**src/rtl/multi_timer.sv**
```systemverilog
// multi_timer: N_CH independent millisecond timers (up/down, one-shot/periodic) sharing one prescaler.
// Latency: a load, a step, expire and done all appear one cycle after the edge that causes them; tick is registered.
// Backpressure: none; strobes are accepted every cycle, and a tick seen while a channel is gated is dropped.
// Ports: clk, reset (synchronous, active-high); per-channel ch_load, ch_up, ch_periodic, ch_enable, ch_clear_done;
//        shared load_value; timer_value (channel i at [i*W +: W]); done (sticky); expire (pulse); tick (ms pulse).
module multi_timer #(
   parameter  int N_CH        = 4,
   parameter  int MAX_MS      = 2047,
   parameter  int CLKS_PER_MS = 50000,
   localparam int W           = $clog2(MAX_MS + 1)
) (
   input  logic              clk,
   input  logic              reset,
   input  logic [N_CH-1:0]   ch_load,
   input  logic [N_CH-1:0]   ch_up,
   input  logic [N_CH-1:0]   ch_periodic,
   input  logic [N_CH-1:0]   ch_enable,
   input  logic [W-1:0]      load_value,
   input  logic [N_CH-1:0]   ch_clear_done,
   output logic [N_CH*W-1:0] timer_value,
   output logic [N_CH-1:0]   done,
   output logic [N_CH-1:0]   expire,
   output logic              tick
);

   localparam int            PW       = (CLKS_PER_MS > 1) ? $clog2(CLKS_PER_MS) : 1;
   localparam logic [PW-1:0] PRE_LAST = PW'(CLKS_PER_MS - 1);
   localparam logic [W-1:0]  MAX_W    = W'(MAX_MS);

   typedef enum logic [1:0] {
      IDLE    = 2'd0,
      RUN     = 2'd1,
      EXPIRED = 2'd2
   } state_t;

   // ---------------- shared prescaler ----------------
   logic [PW-1:0] pre_q, pre_d;
   logic          tick_q;

   always_comb begin
      pre_d = (pre_q == PRE_LAST) ? '0 : pre_q + 1'b1;
   end

   // tick_q is registered from the next count so it is high exactly while pre_q sits at its last value.
   always_ff @(posedge clk) begin
      if (reset) begin
         pre_q  <= '0;
         tick_q <= 1'b0;
      end else begin
         pre_q  <= pre_d;
         tick_q <= (pre_d == PRE_LAST);
      end
   end

   // ---------------- per-channel state ----------------
   state_t          state_q  [N_CH];
   state_t          state_d  [N_CH];
   logic [W-1:0]    val_q    [N_CH];
   logic [W-1:0]    val_d    [N_CH];
   logic [W-1:0]    preset_q [N_CH];
   logic [W-1:0]    preset_d [N_CH];
   logic [N_CH-1:0] up_q, up_d;
   logic [N_CH-1:0] per_q, per_d;
   logic [N_CH-1:0] done_q, done_d;
   logic [N_CH-1:0] exp_q, exp_d;
   logic [W-1:0]    preset_in;

   // Compare in int so the clamp stays lint-quiet when MAX_MS fills the whole port range.
   always_comb begin
      preset_in = (int'(load_value) > MAX_MS) ? MAX_W : load_value;
   end

   always_comb begin
      logic         hit;
      logic [W-1:0] term;
      logic [W-1:0] start;
      logic [W-1:0] step;
      hit    = 1'b0;
      term   = '0;
      start  = '0;
      step   = '0;
      up_d   = up_q;
      per_d  = per_q;
      done_d = done_q;
      exp_d  = '0;
      for (int i = 0; i < N_CH; i++) begin
         state_d[i]  = state_q[i];
         val_d[i]    = val_q[i];
         preset_d[i] = preset_q[i];
         hit   = 1'b0;
         term  = up_q[i] ? preset_q[i] : '0;
         start = up_q[i] ? '0 : preset_q[i];
         step  = up_q[i] ? val_q[i] + 1'b1 : val_q[i] - 1'b1;

         if (ch_load[i]) begin
            // A load restarts the channel from any state and leaves done untouched.
            preset_d[i] = preset_in;
            up_d[i]     = ch_up[i];
            per_d[i]    = ch_periodic[i];
            if (preset_in == '0) begin
               // Zero-length timer: expires immediately, never auto-reloads.
               val_d[i]   = '0;
               state_d[i] = EXPIRED;
               hit        = 1'b1;
            end else begin
               val_d[i]   = ch_up[i] ? '0 : preset_in;
               state_d[i] = RUN;
            end
         end else begin
            case (state_q[i])
               RUN: begin
                  if (tick_q && ch_enable[i]) begin
                     if (step == term) begin
                        hit = 1'b1;
                        // Periodic reload skips the terminal value so the period is exactly P ticks.
                        if (per_q[i]) begin
                           val_d[i] = start;
                        end else begin
                           val_d[i]   = term;
                           state_d[i] = EXPIRED;
                        end
                     end else begin
                        val_d[i] = step;
                     end
                  end
               end
               default: begin
                  // IDLE and EXPIRED hold their value and ignore ticks.
               end
            endcase
         end

         // Expiry beats a same-cycle clear.
         if (hit) begin
            done_d[i] = 1'b1;
         end else if (ch_clear_done[i]) begin
            done_d[i] = 1'b0;
         end
         exp_d[i] = hit;
      end
   end

   always_ff @(posedge clk) begin
      if (reset) begin
         for (int i = 0; i < N_CH; i++) begin
            state_q[i]  <= IDLE;
            val_q[i]    <= '0;
            preset_q[i] <= '0;
         end
         up_q   <= '0;
         per_q  <= '0;
         done_q <= '0;
         exp_q  <= '0;
      end else begin
         for (int i = 0; i < N_CH; i++) begin
            state_q[i]  <= state_d[i];
            val_q[i]    <= val_d[i];
            preset_q[i] <= preset_d[i];
         end
         up_q   <= up_d;
         per_q  <= per_d;
         done_q <= done_d;
         exp_q  <= exp_d;
      end
   end

   always_comb begin
      timer_value = '0;
      for (int i = 0; i < N_CH; i++) begin
         timer_value[i*W +: W] = val_q[i];
      end
   end

   assign done   = done_q;
   assign expire = exp_q;
   assign tick   = tick_q;

endmodule
```
**config.mk**
```make
export PLATFORM = sky130hd
export DESIGN_NAME = multi_timer
export DESIGN_NICKNAME = d
export VERILOG_FILES = /design/src/rtl/multi_timer.sv
export SDC_FILE = /design/constraint.sdc
export NUM_CORES = 1
export LEC_CHECK = 0
export CAP_MARGIN = 10
export CORE_MARGIN = 4
export CORE_UTILIZATION = 30
export DETAILED_ROUTE_END_ITERATION = 8
export PLACE_DENSITY_LB_ADDON = 0.25
export SLEW_MARGIN = 10
export SYNTH_ARGS = -nofsm -noshare
export SYNTH_HDL_FRONTEND = slang
export SYNTH_SLANG_ARGS = --single-unit
```
**constraint.sdc**
```tcl
create_clock -name clk -period 6.2 [get_ports clk]
set_input_delay 0.93 -clock clk [delete_from_list [all_inputs] [get_ports clk]]
set_output_delay 0.93 -clock clk [all_outputs]
set_load 0.005 [all_outputs]
```
==> flow_metrics.py, run 1 <==
metrics = {
    "outcome": {
        "status": "finished, final reports clean",
    },
    "worst_setup_path": {
        "critPathBufInv": 1,
        "critPathLaunchType": "flop",
        "critical_path.max_stage_delay_ns": 1.04,
        "cp_num_cells": 11,
        "cp_data_required_time_ns": 6.52,
        "crit_family": "compound AO/OA/AOI/OAI gates",
        "reg2regPathDepth": 11,
        "worst_path_max_delay_cell": "nor4b_4",
        "criticalPathCategory": "flop to flop",
        "path_max_fanout": 25,
        "cp-end-kind": "flop",
        "worstPathArrival_ns": 5.05,
        "cp_cell_sequence": "inv_1, ha_1, a21o_1, a211o_1, o32ai_1, xor2_1, a2111oi_2, a21oi_1, nor4b_4, nand3_1, a311oi_1",
    },
    "clock_tree": {
        "clockBufferDepth": 2,
        "cts-buffers-inserted": 17,
        "cts-resized-gates": 0,
        "clock_latency_ns": 0.42,
        "cts_root_buf": "clkbuf_16",
        "cts.sinks": 129,
        "cts_tree": "built",
        "cts_max_level": 4,
        "clk_pin_slew_worst_paths_ns": 0.06,
        "cts_hold_buf": 0,
        "cts_setup_buffers": 0,
    },
    "die": {
        "start_util_pct": 30.5,
        "die_w_um": 185,
        "die_y_um": 185,
        "row_count": 64,
        "io_pins": 86,
        "die_area_um2": 34100,
        "core_area_um2": 30700,
    },
    "timing": {
        "skew_ns": 0.00746,
        "max_freq_ghz": 0.211,
        "hold-worst-slack_ns": 0.480,
        "min_period_over_period_pct": 76.3,
        "setup_viol": 0,
        "rsz0062_at_grt": "false",
        "worst_slew_pin_slew_ns": 1.21,
        "fin_crit_ns": 4.73,
        "final_max_slew_viol_count": 0,
        "max_slew_margin_pct": 18.8,
        "finalHoldViolations": 0,
        "fin_setup_tns_ns": 0,
    },
    "place": {
        "dp_hpwl_um": 20100,
        "place.gp.congestion": 0.834,
        "io_buffers": 85,
    },
    "pwr": {
        "p_per_area_nw_per_um2": 263,
        "power_leakage_nw": 4.12,
        "ir_drop_uv": 130,
    },
    "synth": {
        "syn_area_um2": 9360,
        "synth.distinct_cells": 82,
        "synthCells": 1169,
        "synth-seq-cells": 129,
        "ys_seq_area_share_pct": 27.6,
        "synth.avg_cell_area_um2": 8.01,
        "synthArstFlopShare_pct": 0,
        "synth_edf_count": 0,
        "synth_warnings": 0,
        "syn_nets": 1244,
        "synth_ff_type": "dfxtp_1",
    },
    "global_route": {
        "antenna_found_initial": 2,
        "grt_pass1_wl_um": 45900,
        "grt_max_degree": 91,
        "first_global_vias": 8222,
        "grt_usage_pct": 16.7,
        "grt_overflow": 0,
    },
    "job": {
        "drv_cap": 0,
    },
    "final_layout": {
        "antennaDiodeCount": 0,
        "layout.nets": 1278,
        "drive_above_1_share_pct": 6.09,
        "area_growth_pct": 17.9,
        "n_fill_cell": 3224,
    },
    "drt": {
        "num_vias": 8758,
        "drt_iter0_markers": 657,
        "via_per_inst": 5.43,
        "dr.pass1.iters": 5,
        "wl_per_cell_um": 17.7,
        "drcViolationCount": 0,
        "final_antenna_net_count": 0,
        "wl_um": 28600,
    },
    "worst_hold_path": {
        "hold_path_depth": 1,
        "min_path_type": "flop to flop",
    },
}
metal layers:
| layer | vias up | track usage (%) | share of wire (%) |
|---|---|---|---|
| li1 | 4356 | - | - |
| met1 | 4178 | 23.3 | 48 |
| met2 | 193 | 26.8 | 46 |
| met3 | 27 | 3.08 | 4.8 |
| met4 | 4 | 3.85 | 1.2 |
| met5 | - | 0 | 0.091 |
final timing paths:
path	start	end	slack (ns)
worst min-delay path	pre_q[0]	pre_q[0]	0.48
worst max-delay path	up_q[1]	val_q[1][6]	1.47
worst max register to register	up_q[1]	val_q[1][6]	1.47
worst min register to register	pre_q[0]	pre_q[0]	0.48
kinds of logic (layout without fill, tap and decap cells):
| group | count (synthesis) | after routing | share of synthesized area [%] |
|---|---|---|---|
| AND/OR/NAND/NOR | 435 | 435 | 24.6 |
| XOR/XNOR | 67 | 67 | 7.33 |
| multiplexers | 60 | 60 | 6.42 |
| buffers and inverters | 126 | 173 | 5.57 |
| AO/OA/AOI/OAI | 310 | 310 | 22.5 |
| flip-flops | 129 | 129 | 27.6 |
| adder cells (fa/ha/maj) | 42 | 42 | 5.94 |
through the flow:
stage	power [mW]	area, um^2	cells	util, %	setup slack [ns]
2_1_floorplan	1.62	9360	1169	-	2.75
3_3_place_gp	1.86	10400	1580	34.0	1.59
3_5_place_dp	1.87	10400	1580	34.0	1.50
4_1_cts	2.92	11000	1612	36.0	1.51
5_1_grt	3.06	11000	1612	36.0	1.12
6_report	2.90	11000	1612	36.0	1.47
Yosys cell counts (all sizes together) (5+ instances only):
| cell | count | area share (%) |
|---|---|---|
| ha | 38 | 5.1 |
| a221oi | 11 | 1.0 |
| or3 | 28 | 1.9 |
| a2111oi | 6 | 0.83 |
| xor2 | 23 | 2.2 |
| dfxtp | 129 | 28 |
| nor2b | 12 | 0.80 |
| nor2 | 133 | 5.3 |
| xnor2 | 37 | 3.5 |
| nand4b | 12 | 1.1 |
| nor4 | 6 | 0.47 |
| nand3b | 14 | 1.1 |
| xnor3 | 5 | 1.2 |
| mux2i | 60 | 6.4 |
| a31oi | 22 | 1.5 |
| o221ai | 5 | 0.47 |
| and3 | 12 | 0.80 |
| o31a | 7 | 0.66 |
| nand2b | 22 | 1.5 |
| o211ai | 7 | 0.56 |
| o21a | 9 | 0.72 |
| nand3 | 46 | 2.5 |
| a21oi | 84 | 4.6 |
| a211oi | 21 | 1.9 |
| nor3b | 11 | 0.88 |
| a311oi | 13 | 1.2 |
| inv | 45 | 1.8 |
| clkbuf | 54 | 2.2 |
| nand4 | 11 | 0.90 |
| o21ai | 66 | 3.5 |
| nor3 | 26 | 1.4 |
| buf | 27 | 1.6 |
| and2 | 5 | 0.36 |
| nand2 | 64 | 2.6 |
| a21o | 13 | 1.1 |
| or2 | 14 | 0.94 |
placed cells by master (no fill, tap or decap), drive strengths merged, types with 13 or more instances in the layout:
master and instances:
nand2 64, o21ai 66, clkdlybuf4s50 84, nor3 26, dfxtp 129, xor2 23, nor2 133, a311oi 13
clkbuf 20, nand3 46, a31oi 22, ha 38, nand2b 22, mux2i 60, nand3b 14, or3 28
a21o 13, a21oi 84, a211oi 21, inv 50, xnor2 37, or2 14
sequential cells by signal (all words and copies together) (netlist names):
| name | cells |
|---|---|
| preset_q | 44 |
| per_q | 4 |
| pre_q | 16 |
| expire | 4 |
| val_q | 44 |
| state_q | 8 |
| up_q | 4 |
| done | 4 |
| tick | 1 |
final cells by class:
type	count	area (um^2)	area share [%]
multi-input combinational	914	6260	56.7
clock inverter	12	146	1.33
inverter	45	169	1.53
timing repair buffer	96	931	8.43
tap	396	495	4.49
sequential	129	2580	23.4
clock buffer	20	457	4.14
where the power goes:
group	switching (mW)	internal (mW)
combinational	0.501	0.410
sequential	0.0622	0.881
clock	0.423	0.623
total	0.986	1.91
Note: power is estimated with default switching activity, not from simulation.
==> run 2: changes to the inputs <==
clock period = 4.73 ns   (was 6.2 ns; I/O delays follow)
==> run 2 against run 1 <==
  * Clock power is 19% higher
  * Routed wire length is 1.5% higher
  * Largest cell class unchanged
  * Critical path depth stayed put
  * Non-clock buffer count is 9 higher
  * Global-route usage is 0.26 points higher
  * Cell area is 0.10% higher
  * Highest routed layer unchanged
  * Via count is 1.8% higher
  * Setup slack worse by 0.56 ns
  * Combinational power is 33% higher
==> flow_metrics.py, run 2 (synthesis results as in run 1) <==
metrics = {
    "final_layout": {
        "layout.nets": 1287,
        "area_growth_pct": 18.0,
        "top_regs": "preset_q x44, val_q x44, pre_q x16",
        "final_cell_mix": "133 x nor2_1, 129 x dfxtp_1, 84 x clkdlybuf4s50_1",
        "n_fill_cell": 3188,
        "drive_above_1_share_pct": 6.69,
        "antennaDiodeCount": 0,
        "layout_commonest_cell": "nor2_1",
    },
    "worst_setup_path": {
        "path_common_cell": "a211oi_1",
        "r2r_slack_ns": 0.91,
        "worstPathArrival_ns": 4.15,
        "cp_cell_sequence": "inv_1, ha_1, a211oi_1, nor2_1, xnor2_1, nor4b_1, a211oi_1, nor4_2, nand4_1, or2_0, a221oi_1",
        "critPathBufInv": 1,
        "crit_family": "simple AND/OR/NAND/NOR gates",
        "r2r_start": "up_q[3]",
        "reg2regPathDepth": 11,
        "r2r_end": "val_q[3][1]",
        "cp-end-kind": "flop",
        "criticalPathCategory": "flop to flop",
        "worst_path_max_delay_cell": "nor4_2",
        "path_max_fanout": 9,
        "critPathLaunchType": "flop",
        "cp_data_required_time_ns": 5.06,
        "critical_path.max_stage_delay_ns": 0.52,
    },
    "place": {
        "place.gp.congestion": 0.823,
        "dp_hpwl_um": 20600,
        "dp_worst_setup_slack_ns": 0.982,
        "io_buffers": 85,
    },
    "timing": {
        "worst_slew_pin_slew_ns": 1.07,
        "finalHoldViolations": 0,
        "fin_crit_ns": 3.82,
        "fin_setup_tns_ns": 0,
        "min_period_over_period_pct": 80.8,
        "final_max_slew_viol_count": 0,
        "rsz0062_at_grt": "false",
        "max_freq_ghz": 0.262,
        "max_slew_margin_pct": 28.4,
        "skew_ns": 0.0142,
        "setup_viol": 0,
        "layout_setup_ws_ns": 0.910,
    },
    "clock_tree": {
        "clock_latency_ns": 0.43,
        "clk_pin_slew_worst_paths_ns": 0.06,
        "cts_setup_buffers": 0,
        "clockBufferDepth": 2,
        "cts_hold_buf": 0,
        "cts-resized-gates": 0,
        "cts_tree": "built",
        "cts_max_level": 4,
        "cts_root_buf": "clkbuf_16",
        "cts.sinks": 129,
        "cts-buffers-inserted": 17,
    },
    "global_route": {
        "grt_usage_pct": 16.9,
        "antenna_found_initial": 2,
        "grt_overflow": 0,
        "grt_pass1_wl_um": 46500,
        "grt_max_degree": 85,
        "first_global_vias": 8468,
    },
    "job": {
        "drv_cap": 0,
    },
    "worst_hold_path": {
        "min_path_type": "flop to flop",
        "hold_path_depth": 1,
        "hold_path_end": "pre_q[0]",
        "hp-start": "pre_q[0]",
    },
    "pwr": {
        "ir_drop_uv": 180,
        "power_leakage_nw": 4.14,
        "p_int_mw": 2.39,
        "p_sw_share_pct": 35.3,
        "combPwrFrac_pct": 32.7,
        "power_frac_clock_pct": 33.9,
        "p_per_area_nw_per_um2": 334,
        "p_seq_share_pct": 33.4,
        "p_sw_mw": 1.30,
        "p_total_mw": 3.69,
    },
    "drt": {
        "wl_per_cell_um": 17.9,
        "drcViolationCount": 0,
        "num_vias": 8917,
        "dr.pass1.iters": 5,
        "final_antenna_net_count": 0,
        "wl_um": 29000,
        "via_per_inst": 5.50,
        "drt_iter0_markers": 643,
    },
    "die": {
        "io_pins": 86,
        "row_count": 64,
        "die_y_um": 185,
        "start_util_pct": 30.5,
        "die_w_um": 185,
        "die_area_um2": 34100,
        "core_area_um2": 30700,
    },
    "outcome": {
        "status": "finished, final reports clean",
    },
}
==> run 2: changes by cell type in the layout (fill, tap and decap cells not counted), sizes merged <==
cell / before / now
buf: 12 / 21
bufinv: 2 / 0
clkinvlp: 1 / 3
==> run 2: how the worst max path moves through the flow <==
stage | start | to | slack, ns | cells after the start
CTS | up_q[0] | val_q[0][0] | 0.95 | 11
global placement | up_q[0] | val_q[0][1] | 0.99 | 11
global route | up_q[3] | val_q[3][1] | 0.56 | 11
detailed placement | up_q[0] | val_q[0][1] | 0.98 | 11
finish | up_q[3] | val_q[3][1] | 0.91 | 11
floorplan | up_q[1] | val_q[1][10] | 1.28 | 13
==> run 2: metrics by stage <==
step | area (um^2) | hold WS [ns] | std cells | utilization, %
2_1_floorplan | 9360 | 0.441 | 1169 | -
3_3_place_gp | 10500 | 0.465 | 1589 | 34.2
3_5_place_dp | 10500 | 0.480 | 1589 | 34.2
4_1_cts | 11000 | 0.490 | 1621 | 36.0
5_1_grt | 11000 | 0.525 | 1621 | 36.0
6_report | 11000 | 0.483 | 1621 | 36.0
==> run 2: worst register-to-register path: stages, from the launching register on <==
cell,delay [ns]
dfxtp_1,0.31
inv_1,0.23
ha_1,0.29
a211oi_1,0.39
nor2_1,0.12
xnor2_1,0.37
nor4b_1,0.33
a211oi_1,0.13
nor4_2,0.52
nand4_1,0.45
or2_0,0.33
a221oi_1,0.26
==> run 2: power by group through the flow <==
| stage | Clock (mW) | Combinational [mW] | Sequential, mW |
|---|---|---|---|
| 4_1_cts | 1.27 | 1.20 | 1.23 |
| 3_3_place_gp | 0 | 1.19 | 1.26 |
| 6_report | 1.25 | 1.21 | 1.23 |
| 3_5_place_dp | 0 | 1.20 | 1.26 |
| 2_1_floorplan | 0 | 0.897 | 1.23 |
| 5_1_grt | 1.32 | 1.34 | 1.24 |
==> run 2: layout make-up <==
| type | instances | area [um^2] | share of cell area [%] |
|---|---|---|---|
| well taps | 396 | 495 | 4.48 |
| clock inverters | 12 | 100 | 0.906 |
| inverters | 45 | 169 | 1.53 |
| clock buffers | 20 | 447 | 4.04 |
| multi-input cells | 914 | 6260 | 56.6 |
| flip-flops and latches | 129 | 2580 | 23.4 |
| repair buffers | 105 | 998 | 9.04 |
==> run 2: metal layers <==
metal	global-route usage [%]	up-vias	wire length [um]
li1	-	4362	-
met1	23.5	4250	13600
met2	26.7	269	13100
met3	3.39	32	1730
met4	4.84	4	446
met5	0	-	27
==> run 3: changes to the inputs <==
clock period = 3.9 ns   (was 4.73 ns; I/O delays follow)
==> run 3 against run 2 <==
  * Register-to-register slack got worse by 0.62 ns
  * Non-clock buffer count increased by 19
  * Die area unchanged
  * Setup slack got worse by 0.62 ns
  * Total power increased by 23%
  * Via count decreased by 0.84%
  * Core utilization increased by 0.64 points
  * Cell count increased by 1.2%
==> flow_metrics.py, run 3 (synthesis results as in run 1) <==
metrics = {
    "outcome": {
        "status": "finished, final reports clean",
    },
    "die": {
        "start_util_pct": 30.5,
        "core_area_um2": 30700,
        "die_y_um": 185,
        "die_w_um": 185,
        "row_count": 64,
        "io_pins": 86,
        "die_area_um2": 34100,
    },
    "timing": {
        "max_slew_margin_pct": 28.7,
        "setup_viol": 0,
        "skew_ns": 0.0107,
        "layout_setup_ws_ns": 0.286,
        "hold-worst-slack_ns": 0.478,
        "final_max_slew_viol_count": 0,
        "min_period_over_period_pct": 92.7,
        "fin_crit_ns": 3.61,
        "finalHoldViolations": 0,
        "worst_slew_pin_slew_ns": 1.07,
        "max_freq_ghz": 0.277,
    },
    "final_layout": {
        "top_regs": "preset_q x44, val_q x44, pre_q x16",
        "final_cell_mix": "133 x nor2_1, 128 x dfxtp_1, 84 x clkdlybuf4s50_1",
        "layout_commonest_cell": "nor2_1",
        "stdcell_area_um2": 11200,
        "area_growth_pct": 20.1,
        "n_fill_cell": 3164,
        "antennaDiodeCount": 0,
        "drive_above_1_share_pct": 8.68,
        "layout.nets": 1306,
    },
    "worst_setup_path": {
        "path_max_fanout": 11,
        "worstPathArrival_ns": 3.88,
        "crit_family": "simple AND/OR/NAND/NOR gates",
        "cp-end-kind": "flop",
        "cp_data_required_time_ns": 4.17,
        "critPathBufInv": 1,
        "criticalPathCategory": "flop to flop",
        "critPathLaunchType": "flop",
        "path_common_cell": "a221oi_1",
        "worst_path_max_delay_cell": "or4b_1",
        "cp_cell_sequence": "inv_1, ha_1, nor2_1, a211oi_1, and3b_1, a2bb2oi_1, o31ai_2, xnor2_1, or4b_1, a221oi_1, a221oi_1",
        "critical_path.max_stage_delay_ns": 0.71,
    },
    "drt": {
        "final_antenna_net_count": 0,
        "drcViolationCount": 0,
        "num_vias": 8842,
        "wl_per_cell_um": 17.7,
        "dr.pass1.iters": 5,
        "via_per_inst": 5.39,
        "wl_um": 29100,
        "drt_iter0_markers": 636,
    },
    "place": {
        "place.gp.congestion": 0.828,
        "io_buffers": 85,
        "place_area_um2": 10600,
        "dp_hpwl_um": 20700,
        "dp_worst_setup_slack_ns": 0.250,
    },
    "clock_tree": {
        "cts.sinks": 129,
        "cts_max_level": 4,
        "clock_latency_ns": 0.43,
        "cts_root_buf": "clkbuf_16",
        "clockBufferDepth": 2,
        "clk_pin_slew_worst_paths_ns": 0.06,
        "cts_tree": "built",
        "cts-buffers-inserted": 17,
    },
    "global_route": {
        "antenna_found_initial": 1,
        "first_global_vias": 8375,
        "grt_overflow": 0,
        "grt_usage_pct": 16.9,
        "grt_max_degree": 70,
        "grt_pass1_wl_um": 46300,
    },
    "pwr": {
        "power_leakage_nw": 4.24,
        "p_per_area_nw_per_um2": 406,
        "ir_drop_uv": 270,
    },
    "job": {
        "drv_cap": 0,
    },
    "worst_hold_path": {
        "min_path_type": "flop to flop",
    },
}
## run 3: cell types whose count changed in the layout (fill, tap and decap cells not counted), sizes merged
cell,delta
buf,+19
bufinv,+1
clkbuf,+2
clkinv,+1
inv,-4
## run 3: worst paths after layout
check	from	end	slack (ns)	cells after the start
setup / recovery	up_q[0]	val_q[0][1]	0.29	11
hold / removal	done[1]	done[1]	0.48	2
setup reg to reg	up_q[0]	val_q[0][1]	0.29	11
hold reg to reg	done[1]	done[1]	0.48	2
## run 3: metal layers
metal	wire (um)	GRT usage (%)	part of all wire [%]	vias to the layer above
met5	15	0	0.052	-
met4	451	3.88	1.6	2
li1	-	-	-	4397
met3	1570	3.26	5.4	36
met1	14000	24.4	48	4181
met2	13100	26.1	45	226
## run 3: cell type report
class	instances	area [um^2]	share of cell area (%)
clock inverters	10	103	0.912
well taps	396	495	4.41
flip-flops and latches	129	2580	23.0
multi-input cells	914	6270	55.8
inverters	45	173	1.54
clock buffers	22	474	4.22
repair buffers	124	1140	10.2
## run 3: where the power goes
group	switching (mW)	internal [mW]	leakage (nW)
Combinational	0.813	0.673	2.90
Sequential	0.0960	1.40	1.06
Clock	0.644	0.934	0.277
## run 3: worst reg2reg max path: cells and delay by family, from the launching register on
| family | cells | cell delay, ns |
|---|---|---|
| AO/OA/AOI/OAI | 5 | 0.88 |
| XOR/XNOR | 1 | 0.18 |
| adder cells (fa/ha/maj) | 1 | 0.38 |
| buffers and inverters | 1 | 0.33 |
| flip-flops | 1 | 0.31 |
| AND/OR/NAND/NOR | 3 | 1.38 |
## run 3: repair_timing
action / CTS / global route
resized for setup: 0 / 9
hold buffers: 0 / 0
buffers inserted: 0 / 2
endpoints found under the setup margin: 0 / 29
## run 3: stage by stage
stage | std cells | power [mW] | TNS, ns | utilization, %
finish | 1640 | 4.56 | 0 | 36.7
global route | 1640 | 4.83 | -0.0110 | 36.7
CTS | 1638 | 4.59 | 0 | 36.5
detailed placement | 1606 | 2.99 | 0 | 34.7
global placement | 1606 | 2.98 | 0 | 34.7
floorplan | 1169 | 2.58 | 0 | -
